[config.mk]
export PLATFORM = sky130hd
export DESIGN_NAME = multicycle_ctrl_flat
export DESIGN_NICKNAME = d
export VERILOG_FILES = /design/src/rtl/multicycle_ctrl_if.sv /design/src/rtl/multicycle_ctrl.sv /design/src/flat_wrapper.sv
export SDC_FILE = /design/constraint.sdc
export NUM_CORES = 1
export LEC_CHECK = 0
export ABC_AREA = 1
export BUFFER_PORTS_ARGS = -buffer_cell sky130_fd_sc_hd__buf_2
export CAP_MARGIN = 20
export CORE_ASPECT_RATIO = 2
export CORE_UTILIZATION = 32
export CTS_CLUSTER_DIAMETER = 100
export DETAILED_ROUTE_END_ITERATION = 12
export GPL_TIMING_DRIVEN = 0
export MAX_ROUTING_LAYER = met4
export SYNTH_ARGS = -nofsm -noshare
export SYNTH_HDL_FRONTEND = slang
export SYNTH_SLANG_ARGS = --single-unit
[constraint.sdc]
create_clock -name clk -period 3.02 [get_ports clk]
set_input_delay 0 -clock clk [delete_from_list [all_inputs] [get_ports clk]]
set_output_delay 0 -clock clk [all_outputs]
set_load 0.005 [all_outputs]
[src/rtl/multicycle_ctrl_if.sv]
// multicycle_ctrl_if: instruction fields, memory handshake and datapath control strobes of the multicycle controller
interface multicycle_ctrl_if;
   logic [1:0] Op;
   logic [5:0] Funct;
   logic [3:0] Rd;
   logic       CondEx;
   logic       mem_ready;
   logic       mem_req;
   logic       AdrSrc;
   logic       MemW;
   logic       IRWrite;
   logic       PCWrite;
   logic       RegW;
   logic       linkSelect;
   logic       ALUSrcA;
   logic [1:0] ALUSrcB;
   logic [1:0] ResultSrc;
   logic       ALUOp;
   logic       instr_done;
   logic       fault;
   logic [3:0] state;
   modport master (
      input  Op, Funct, Rd, CondEx, mem_ready,
      output mem_req, AdrSrc, MemW, IRWrite, PCWrite, RegW, linkSelect,
             ALUSrcA, ALUSrcB, ResultSrc, ALUOp, instr_done, fault, state
   );
   modport slave (
      output Op, Funct, Rd, CondEx, mem_ready,
      input  mem_req, AdrSrc, MemW, IRWrite, PCWrite, RegW, linkSelect,
             ALUSrcA, ALUSrcB, ResultSrc, ALUOp, instr_done, fault, state
   );
endinterface

[src/rtl/multicycle_ctrl.sv]
// multicycle_ctrl: FSM stepping each SimpleARM instruction through fetch/decode/execute/memory/writeback with a memory wait-state timeout
module multicycle_ctrl #(
   parameter int TIMEOUT = 255
) (
   input logic               clk,
   input logic               reset_n,
   multicycle_ctrl_if.master bus
);
   typedef enum logic [3:0] {
      FETCH  = 4'd0,
      DECODE = 4'd1,
      MEMADR = 4'd2,
      MEMRD  = 4'd3,
      MEMWB  = 4'd4,
      MEMWR  = 4'd5,
      EXECR  = 4'd6,
      EXECI  = 4'd7,
      ALUWB  = 4'd8,
      BRANCH = 4'd9,
      FAULT  = 4'd15
   } state_e;
   localparam logic [7:0] TO = 8'(TIMEOUT);
   state_e     state_q, state_d;
   logic [7:0] cnt_q, cnt_d, cnt_inc;
   logic       fault_q, fault_d;
   logic       mem_st, cmp_op, rd_pc;
   logic       mem_req, adr_src, mem_w, ir_write, pc_write, reg_w, link_sel, src_a, alu_op, done;
   logic [1:0] src_b, res_src;
   logic       unused;
   assign unused  = ^bus.Funct[2:1];
   assign mem_st  = state_q inside {FETCH, MEMRD, MEMWR};
   assign cmp_op  = bus.Funct[4:3] == 2'b10;
   assign rd_pc   = bus.Rd == 4'hF;
   assign cnt_inc = cnt_q + 8'd1;
   always_comb begin
      state_d  = state_q;
      mem_req  = 1'b0;
      adr_src  = 1'b0;
      mem_w    = 1'b0;
      ir_write = 1'b0;
      pc_write = 1'b0;
      reg_w    = 1'b0;
      link_sel = 1'b0;
      src_a    = 1'b0;
      src_b    = 2'd0;
      res_src  = 2'd0;
      alu_op   = 1'b0;
      done     = 1'b0;
      case (state_q)
         FETCH: begin
            mem_req = 1'b1;
            if (bus.mem_ready) begin
               ir_write = 1'b1;
               pc_write = 1'b1;
               src_a    = 1'b1;
               src_b    = 2'd2;
               res_src  = 2'd2;
               state_d  = DECODE;
            end
         end
         DECODE: begin
            src_a = 1'b1;
            src_b = 2'd2;
            if (!bus.CondEx) begin
               state_d = FETCH;
               done    = 1'b1;
            end else if (bus.Op == 2'b00) state_d = bus.Funct[5] ? EXECI : EXECR;
            else if (bus.Op == 2'b01) state_d = MEMADR;
            else state_d = BRANCH;
         end
         EXECR, EXECI: begin
            alu_op  = 1'b1;
            src_b   = (state_q == EXECI) ? 2'd1 : 2'd0;
            state_d = cmp_op ? FETCH : ALUWB;
            done    = cmp_op;
         end
         ALUWB: begin
            reg_w    = 1'b1;
            pc_write = rd_pc;
            state_d  = FETCH;
            done     = 1'b1;
         end
         MEMADR: begin
            src_b   = 2'd1;
            state_d = bus.Funct[0] ? MEMRD : MEMWR;
         end
         MEMRD: begin
            mem_req = 1'b1;
            adr_src = 1'b1;
            if (bus.mem_ready) state_d = MEMWB;
         end
         MEMWB: begin
            res_src  = 2'd1;
            reg_w    = 1'b1;
            pc_write = rd_pc;
            state_d  = FETCH;
            done     = 1'b1;
         end
         MEMWR: begin
            mem_req = 1'b1;
            adr_src = 1'b1;
            mem_w   = 1'b1;
            if (bus.mem_ready) begin
               state_d = FETCH;
               done    = 1'b1;
            end
         end
         BRANCH: begin
            src_b    = 2'd1;
            res_src  = 2'd2;
            pc_write = 1'b1;
            reg_w    = bus.Op == 2'b11;
            link_sel = bus.Op == 2'b11;
            state_d  = FETCH;
            done     = 1'b1;
         end
         FAULT: state_d = FAULT;
         default: state_d = FETCH;
      endcase
      // TIMEOUT-th consecutive wait cycle without ready abandons the access
      if (mem_st && !bus.mem_ready && cnt_inc == TO) state_d = FAULT;
      cnt_d   = (mem_st && !bus.mem_ready && state_d == state_q) ? cnt_inc : 8'd0;
      fault_d = fault_q | (state_d == FAULT);
   end
   always_ff @(posedge clk or negedge reset_n) begin
      if (!reset_n) begin
         state_q <= FETCH;
         cnt_q   <= 8'd0;
         fault_q <= 1'b0;
      end else begin
         state_q <= state_d;
         cnt_q   <= cnt_d;
         fault_q <= fault_d;
      end
   end
   // strobes are forced low combinationally so an asserting reset aborts an access immediately
   assign bus.mem_req    = reset_n & mem_req;
   assign bus.AdrSrc     = reset_n & adr_src;
   assign bus.MemW       = reset_n & mem_w;
   assign bus.IRWrite    = reset_n & ir_write;
   assign bus.PCWrite    = reset_n & pc_write;
   assign bus.RegW       = reset_n & reg_w;
   assign bus.linkSelect = reset_n & link_sel;
   assign bus.ALUSrcA    = reset_n & src_a;
   assign bus.ALUSrcB    = reset_n ? src_b : 2'd0;
   assign bus.ResultSrc  = reset_n ? res_src : 2'd0;
   assign bus.ALUOp      = reset_n & alu_op;
   assign bus.instr_done = reset_n & done;
   assign bus.fault      = reset_n & fault_q;
   assign bus.state      = state_q;
endmodule

[src/flat_wrapper.sv]
// flat-port wrapper written by rule: the top's interface ports become plain ports
module multicycle_ctrl_flat 
#(
   parameter int TIMEOUT = 255
)
  (clk, reset_n, bus_Op, bus_Funct, bus_Rd, bus_CondEx, bus_mem_ready, bus_mem_req, bus_AdrSrc, bus_MemW, bus_IRWrite, bus_PCWrite, bus_RegW, bus_linkSelect, bus_ALUSrcA, bus_ALUSrcB, bus_ResultSrc, bus_ALUOp, bus_instr_done, bus_fault, bus_state);
  multicycle_ctrl_if bus_i ();
  input logic clk;
  input logic reset_n;
  input wire logic [$bits(bus_i.Op)-1:0] bus_Op;
  input wire logic [$bits(bus_i.Funct)-1:0] bus_Funct;
  input wire logic [$bits(bus_i.Rd)-1:0] bus_Rd;
  input wire logic [$bits(bus_i.CondEx)-1:0] bus_CondEx;
  input wire logic [$bits(bus_i.mem_ready)-1:0] bus_mem_ready;
  output wire logic [$bits(bus_i.mem_req)-1:0] bus_mem_req;
  output wire logic [$bits(bus_i.AdrSrc)-1:0] bus_AdrSrc;
  output wire logic [$bits(bus_i.MemW)-1:0] bus_MemW;
  output wire logic [$bits(bus_i.IRWrite)-1:0] bus_IRWrite;
  output wire logic [$bits(bus_i.PCWrite)-1:0] bus_PCWrite;
  output wire logic [$bits(bus_i.RegW)-1:0] bus_RegW;
  output wire logic [$bits(bus_i.linkSelect)-1:0] bus_linkSelect;
  output wire logic [$bits(bus_i.ALUSrcA)-1:0] bus_ALUSrcA;
  output wire logic [$bits(bus_i.ALUSrcB)-1:0] bus_ALUSrcB;
  output wire logic [$bits(bus_i.ResultSrc)-1:0] bus_ResultSrc;
  output wire logic [$bits(bus_i.ALUOp)-1:0] bus_ALUOp;
  output wire logic [$bits(bus_i.instr_done)-1:0] bus_instr_done;
  output wire logic [$bits(bus_i.fault)-1:0] bus_fault;
  output wire logic [$bits(bus_i.state)-1:0] bus_state;
  assign bus_i.Op = bus_Op;
  assign bus_i.Funct = bus_Funct;
  assign bus_i.Rd = bus_Rd;
  assign bus_i.CondEx = bus_CondEx;
  assign bus_i.mem_ready = bus_mem_ready;
  assign bus_mem_req = bus_i.mem_req;
  assign bus_AdrSrc = bus_i.AdrSrc;
  assign bus_MemW = bus_i.MemW;
  assign bus_IRWrite = bus_i.IRWrite;
  assign bus_PCWrite = bus_i.PCWrite;
  assign bus_RegW = bus_i.RegW;
  assign bus_linkSelect = bus_i.linkSelect;
  assign bus_ALUSrcA = bus_i.ALUSrcA;
  assign bus_ALUSrcB = bus_i.ALUSrcB;
  assign bus_ResultSrc = bus_i.ResultSrc;
  assign bus_ALUOp = bus_i.ALUOp;
  assign bus_instr_done = bus_i.instr_done;
  assign bus_fault = bus_i.fault;
  assign bus_state = bus_i.state;
  multicycle_ctrl #(.TIMEOUT(TIMEOUT)) u_core (.clk(clk), .reset_n(reset_n), .bus(bus_i));
endmodule
; Word-level counts from Yosys, hierarchy flattened
; Index checks and enable logic that the tools add are counted.
[op_classes]
n_addsub = 1
n_eq_ne = 17
mux = 30
bitwise_logic = 12
n_reduce_logical = 13
[ops]
columns = op, n
row1 = $mux 4, 8
row2 = $pmux 4 s7, 1
row3 = $eq 4x4->1 const B, 5
row4 = $eq 4x3->1 const B, 4
row5 = $and 1x1->1, 11
row6 = $mux 1, 10
row7 = $add 8x1->8 const B, 1
row8 = $eq 4x2->1 const B, 2
row9 = $eq 8x8->1 const B, 1
row10 = $mux 8, 1
row11 = $pmux 2 s4, 1
row12 = $reduce_or 2->1, 4
row13 = $mux 2, 3
row14 = $pmux 2 s3, 1
row15 = $reduce_or 3->1, 2
row16 = $eq 2x2->1 const B, 2
row17 = $eq 4x1->1 const B, 1
row18 = $eq 4x4->1, 1
row19 = $logic_not 4->1, 1
row20 = $pmux 1 s2, 2
row21 = $pmux 1 s4, 1
row22 = $logic_and 1x1->1, 3
row23 = $mux 3, 1
row24 = $pmux 1 s3, 1
row25 = 5 further kinds, 5
[totals]
ff_bits = 13
input_bits = 16
output_inout_bits = 19
wordCells = 76

; Depth between registers and ports, before layout
; Gate-level depths: netlist (run 1).
[logic_depth]
word_depth = 9
mapped_depth = 11
mapped_depth_nobuf = 11

; Worst setup path before layout (run 1)
; Ideal clock, no wire load.
[synth_path]
path_type = register -> register
startpoint = register u_core.cnt_q[0]
endpoint = register u_core.cnt_q[0]
setup_ns = 0.119
arrival_time_ns = 1.446
required_ns = 2.901
setup_slack_ns = 1.455
path_stages_with_launch = 11
n_path_buf = 0
synth_period_minus_slack_ns = 1.565
cell_sequence = dfrtp_1 ha_1 nand3_1 o21bai_1 nand2_2 nor2_1 nand3_2 nand2_2 nand2_2 nand3_4 nor2_2
[synth_between]
elab_chain_len = 7
[synth_lines]
columns = element, line
row1 = "start, declared", multicycle_ctrl.sv:24  ; logic [7:0] cnt_q, cnt_d, cnt_inc;
row2 = "start signal, assigned", multicycle_ctrl.sv:132  ; cnt_q <= cnt_d;
row3 = $add 8x1->8, multicycle_ctrl.sv:34  ; assign cnt_inc = cnt_q + 8'd1;
row4 = $eq 8x8->1, multicycle_ctrl.sv:121  ; if (mem_st && !bus.mem_ready && cnt_inc == TO) state_d = FAULT;
row5 = $logic_and 1x1->1, multicycle_ctrl.sv:121
row6 = $mux 4, multicycle_ctrl.sv:121
row7 = via u_core.state_d[3], multicycle_ctrl.sv:23  ; state_e state_q, state_d;
row8 = $eq 4x4->1, multicycle_ctrl.sv:122  ; cnt_d = (mem_st && !bus.mem_ready && state_d == state_q) ? cnt_inc : 8'd0;
row9 = $logic_and 1x1->1, multicycle_ctrl.sv:122
row10 = $mux 8, multicycle_ctrl.sv:122
row11 = via u_core.cnt_d[0], multicycle_ctrl.sv:24
; The timed path passes the listed nets, and every way through them passes these cells.

; Worst setup path in the final report (run 1)
[layout_path]
startpoint = register u_core.cnt_q[0]
endpoint = register u_core.cnt_q[7]
; Same word-level chain as after synthesis.

==> flow_summary.toml, run 1 <==
[synth]
synth_area_sq_mm = 0.001033
ys_async_sr_fraction_pct = 100.0
synth_top_area_share_pct = 31.48
synth_edf_count = 0
synthAdderAreaFrac_pct = 2.421
synth.area.mux_share_pct = 0
synth_xor_area_share_pct = 0.8475
syn_nets = 161
yosys_warnings = 0
synth_common_cells = "25 x nand2_1, 18 x inv_1, 14 x nor2_1"
ys.flop_type = "dfrtp_1"
synth_top_family_by_area = "simple AND/OR/NAND/NOR gates"
synth_seq_area_share_pct = 31.48
syn_inst = 143
synthSimpleGateAreaFrac_pct = 43.46
yosysMostFrequentCell = "nand2_1"
synth-compound-area-share_pct = 13.32
synth_area_leaders = "dfrtp_1 31%, nand2_1 9.1%, inv_1 6.5%"
avgSynthCellArea_sq_um = 7.227
yosysTopAreaCell = "dfrtp_1"
yosysUniqueCellTypes = 30
ys_ff_latch = 13

[clock_network]
clk_latency_ns = 0.25
cts_root_buffer = "clkbuf_8"
post_cts_resize_count = 0
cts_tree = "done"
htree_num_levels = 1
cts_setup_buffers = 0
clock_sinks = 13
cts_hold_buf = 1
cts_buffer_depth = 2
clk_pin_slew_ns = 0.05
numCtsBuffers = 3

[setup_path]
critical_path_arrival_ns = 1.92
cp_max_fo = 8
worstPathRequired_ns = 3.15
cp-end-kind = "flop"
crit_type = "reg -> reg"
startpoint_type = "flop"

[global_routing]
grt_pass1_vias = 1091
antenna_found_initial = 0
grt_overflow_total = 0
grt_usage_pct = 17.67
grt_start_max_net_pins = 18
grt_pass1_wl_mm = 4.547

[status]
outcome = "completed"

[drt]
first_pass_iters = 5
route.detailed.drc = 0
dr_total_vias = 1088
drtAntennaViolNets = 0
drt-total-wl_mm = 2.629
via_per_inst = 5.181
wire_per_inst_um = 12.52
drt_first_iter_violations = 22

[floorplan]
die_area_sq_mm = 0.003475
core_sq_mm = 0.003013
start_util_pct = 34.30
io_pins = 35
die_width_um = 42.19
die_h_um = 82.37
fp-row-count = 28

[pwr]
power_density_mw_per_mm2 = 676.9
peakVddDrop_mv = 0.4649
p_leak_uw = 0.0006562

[final_layout]
drive_above_1_share_pct = 39.44
nets = 199
area_growth_syn_to_layout_pct = 24.58
fillers = 324
stdcell_count = 210
final_util_pct = 42.73
num_antenna_cells = 0

[timing]
slew_headroom_pct = 71.47
timing.fmax_ghz = 0.5583
skew_ns = 0.003540
setup_viol_count_final = 0
fin_crit_sh_pct = 59.31
drv_slew = 0
tightest_slew_ns = 0.4279
final_hold_viol_count = 0
setup_tns_ns = 0
rsz0062_at_grt = "false"
fin_crit_ns = 1.791

[worst_hold_path]
min_path_type = "in -> reg"

[place]
placed_cells = 205
hpwl_mm = 2.161
finalWeightedCongestion = 0.9517
port_buffers = 32

[job]
drv_cap = 0
==> layout by cell type, fill, tap and decap left out, types with 2 or more instances in the layout <==
cell and count:
ha_1 2, nand3_2 3, nand2_1 25, nor2_2 10
nor3_1 3, a21oi_1 7, dfrtp_1 13, inv_1 18
nand4_1 2, clkinv_2 2, nor2_1 14, nand2_2 10
inv_2 3, clkbuf_8 3, o21ai_0 2, o211ai_1 2
nand3_1 9, buf_2 32, o22ai_1 3, nor2_4 3
o21bai_1 2
==> cell families (layout without fill, tap and decap cells) <==
group | Yosys count | count (layout)
compound gates | 21 | 21
fa+ha+maj | 2 | 2
xor+xnor | 1 | 1
simple gates | 83 | 83
buf+inv | 23 | 60
flops | 13 | 13
==> cell type report <==
class,instances,area (sq um),share of cell area (%)
Clock buffer,3,41.29,3.207
Timing Repair Buffer,33,170.2,13.22
Sequential cell,13,325.3,25.27
Inverter,22,83.83,6.511
Clock inverter,1,5.005,0.3887
Tap cell,30,37.54,2.915
Multi-Input combinational cell,107,620.6,48.20
Buffer,1,3.754,0.2915
==> routing by layer <==
metal | share of wire, % | routed length (um) | global-route usage, % | up-vias
met5 | 0 | 0 | - | -
met4 | 4.3 | 114 | 11.88 | 0
met3 | 5.3 | 139 | 1.957 | 11
met2 | 56 | 1485 | 34.46 | 44
met1 | 34 | 890 | 15.20 | 493
li1 | - | - | - | 540
==> power by group <==
| group | leakage [uW] | switching (uW) | internal, uW |
|---|---|---|---|
| combinational | 0.000458 | 284 | 174 |
| clock | 0.0000255 | 63.0 | 91.2 |
| sequential | 0.000173 | 54.4 | 205 |
| total | 0.000656 | 402 | 470 |
==> per-stage QoR <==
stage / total power (uW) / hold slack, ns / cell area [sq um] / worst slack (ns)
after global placement: 719.8 / -0.06183 / 1231 / 1.277
after global routing: 951.7 / 0.09198 / 1287 / 1.024
after detailed placement: 726.1 / -0.06227 / 1231 / 1.222
after floorplan: 569.1 / -0.2956 / 1033 / 1.455
final: 871.5 / 0.08909 / 1287 / 1.229
after CTS: 887.4 / 0.07909 / 1287 / 1.201
==> sequential cells by signal, summed over array words and instances, names as in the netlist <==
name              count
u_core.bus.state      4
u_core.cnt_q          8
u_core.fault_q        1
==> critical path, stage by stage (launching register included) <==
cell      delay [ns]
dfrtp_1         0.40
ha_1            0.23
nand3_1         0.13
o21bai_1        0.19
nand2_2         0.08
nor2_1          0.14
nand3_2         0.14
nand2_2         0.12
nand2_2         0.07
nand3_4         0.14
nor2_2          0.05
==> path summary, 6_finish.rpt <==
kind                       depth (start not counted)             endpoint       startpoint  slack [ns]
min reg2reg                                        1       u_core.fault_q   u_core.fault_q        0.46
max                                               10      u_core.cnt_q[7]  u_core.cnt_q[0]        1.23
min in group asynchronous                          2  u_core.bus.state[1]          reset_n        0.20
max in group asynchronous                          2      u_core.cnt_q[7]          reset_n        2.54
max reg2reg                                       10      u_core.cnt_q[7]  u_core.cnt_q[0]        1.23
min                                                3  u_core.bus.state[3]        bus_Op[1]        0.09
(Power assumes the default switching activity.)
==> inputs of run 2 (changes only) <==
clock period = 1.83 ns   (was 3.02 ns; I/O delays follow)
==> flow_summary.toml, run 2 (synthesis gave the netlist of run 1 again) <==
[clock_network]
numCtsBuffers = 3
htree_num_levels = 1
cts_buffer_depth = 2
cts_root_buffer = "clkbuf_8"
clock_sinks = 13
clk_latency_ns = 0.25
clk_pin_slew_ns = 0.05
cts_tree = "done"

[timing]
fin_crit_sh_pct = 92.86
tightest_slew_ns = 0.4260
slew_headroom_pct = 71.60
rsz0062_at_grt = "true"
hold_ws_ns = 0.09346
timing.fmax_ghz = 0.5885
setup_viol_count_final = 0
fin_crit_ns = 1.699
skew_ns = 0.002530
drv_slew = 0
final_hold_viol_count = 0

[drt]
route.detailed.drc = 0
drtAntennaViolNets = 0
drt_first_iter_violations = 15
drt-total-wl_mm = 2.690
via_per_inst = 5.167
wire_per_inst_um = 12.51
first_pass_iters = 5
dr_total_vias = 1111

[global_routing]
grt_overflow_total = 0
grt_pass1_vias = 1091
grt_pass1_wl_mm = 4.547
grt_usage_pct = 17.67
grt_start_max_net_pins = 18
antenna_found_initial = 0

[final_layout]
drive_above_1_share_pct = 43.78
nets = 204
mostFrequentLayoutCells = "31 x buf_2, 25 x nand2_1, 18 x inv_1"
fin_area_sq_mm = 0.001341
largest_register = "u_core.cnt_q"
num_antenna_cells = 0
area_growth_syn_to_layout_pct = 29.78
largest_register_ffs = 8
final_common_cell = "buf_2"

[pwr]
p_sw_uw = 678.8
swShare_pct = 45.29
peakVddDrop_mv = 0.7669
power_density_mw_per_mm2 = 1117
pwr-share-seq_pct = 28.6
p_leak_uw = 0.0006772
pwr-share-clk_pct = 17.0
power_uw = 1499
internal_power_uw = 820.0
pwr-share-comb_pct = 54.3

[floorplan]
die_width_um = 42.19
die_area_sq_mm = 0.003475
io_pins = 35
die_h_um = 82.37
start_util_pct = 34.30
core_sq_mm = 0.003013
fp-row-count = 28

[setup_path]
cp_max_fo = 8
worstReg2RegEnd = "u_core.cnt_q[7]"
cp-startpoint = "u_core.cnt_q[0]"
crit-reg2reg-launch = "u_core.cnt_q[0]"
cp-end-kind = "flop"
critical_path_arrival_ns = 1.83
startpoint_type = "flop"
critPathCapture = "u_core.cnt_q[7]"
r2r_slack_ns = 0.13
worstPathRequired_ns = 1.96
crit_type = "reg -> reg"
ff2ff_path_depth = 10

[place]
port_buffers = 32
finalWeightedCongestion = 0.9517
hpwl_mm = 2.161
placed_cell_area_sq_mm = 0.001231

[status]
outcome = "completed"

[job]
drv_cap = 0

[worst_hold_path]
min_path_type = "in -> reg"
-- run 2: area by class of cell --
type	instances	area, sq um
plain buffers	1	3.754
clock buffers	3	41.29
clock inverters	1	5.005
fillers	316	1672
inverters	22	83.83
multi-input cells	107	633.1
flip-flops and latches	13	326.6
well taps	30	37.54
repair buffers	38	210.2
-- run 2: worst min path at each step --
stage                         start                  end  slack [ns]  cells past startpoint
after floorplan             reset_n  u_core.bus.state[0]       -0.30                      0
after global placement      reset_n  u_core.bus.state[0]       -0.06                      1
after detailed placement    reset_n  u_core.bus.state[1]       -0.06                      1
after CTS                 bus_Op[1]  u_core.bus.state[3]        0.08                      3
after global routing      bus_Op[1]  u_core.bus.state[3]        0.09                      3
final                     bus_Op[1]  u_core.bus.state[3]        0.09                      3
-- run 2: worst max-delay path, cell delays in order (launching register included) --
cell      delay (ns)
dfrtp_1         0.38
ha_2            0.23
nand3_2         0.09
o21bai_1        0.20
nand2_2         0.09
nor2_2          0.11
nand3_2         0.12
nand2_2         0.12
nand2_2         0.07
nand3_4         0.13
nor2_2          0.05
-- run 2: timing repair --
action | in CTS | in global routing
setup buffers | 0 | 5
gates resized for setup | 0 | 7
endpoints found under the hold margin | 13 | 0
setup endpoints to repair | 0 | 10
hold buffers | 1 | 0
-- run 2: metal layers --
layer / GRT usage (%) / share of wire [%]
met2: 34.46 / 58
met5: - / 0
met3: 1.957 / 4.9
met4: 11.88 / 2.9
met1: 15.20 / 34
-- run 2: through the flow --
step | setup slack (ns) | util, % | instances | setup TNS [ns]
after floorplan | 0.2654 | - | 143 | 0
after global placement | 0.08729 | 40.86 | 205 | 0
after detailed placement | 0.03153 | 40.86 | 205 | 0
after CTS | 0.01089 | 42.73 | 210 | 0
after global routing | -0.01041 | 44.52 | 215 | -0.02767
final | 0.1307 | 44.52 | 215 | 0
-- run 2: power by group through the flow --
| stage | Combinational [uW] | Clock (uW) | Sequential [uW] |
|---|---|---|---|
| finish | 815 | 255 | 429 |
| global route | 915 | 276 | 442 |
| CTS | 771 | 266 | 427 |
| detailed placement | 766 | 0 | 432 |
| global placement | 760 | 0 | 428 |
| floorplan | 519 | 0 | 420 |
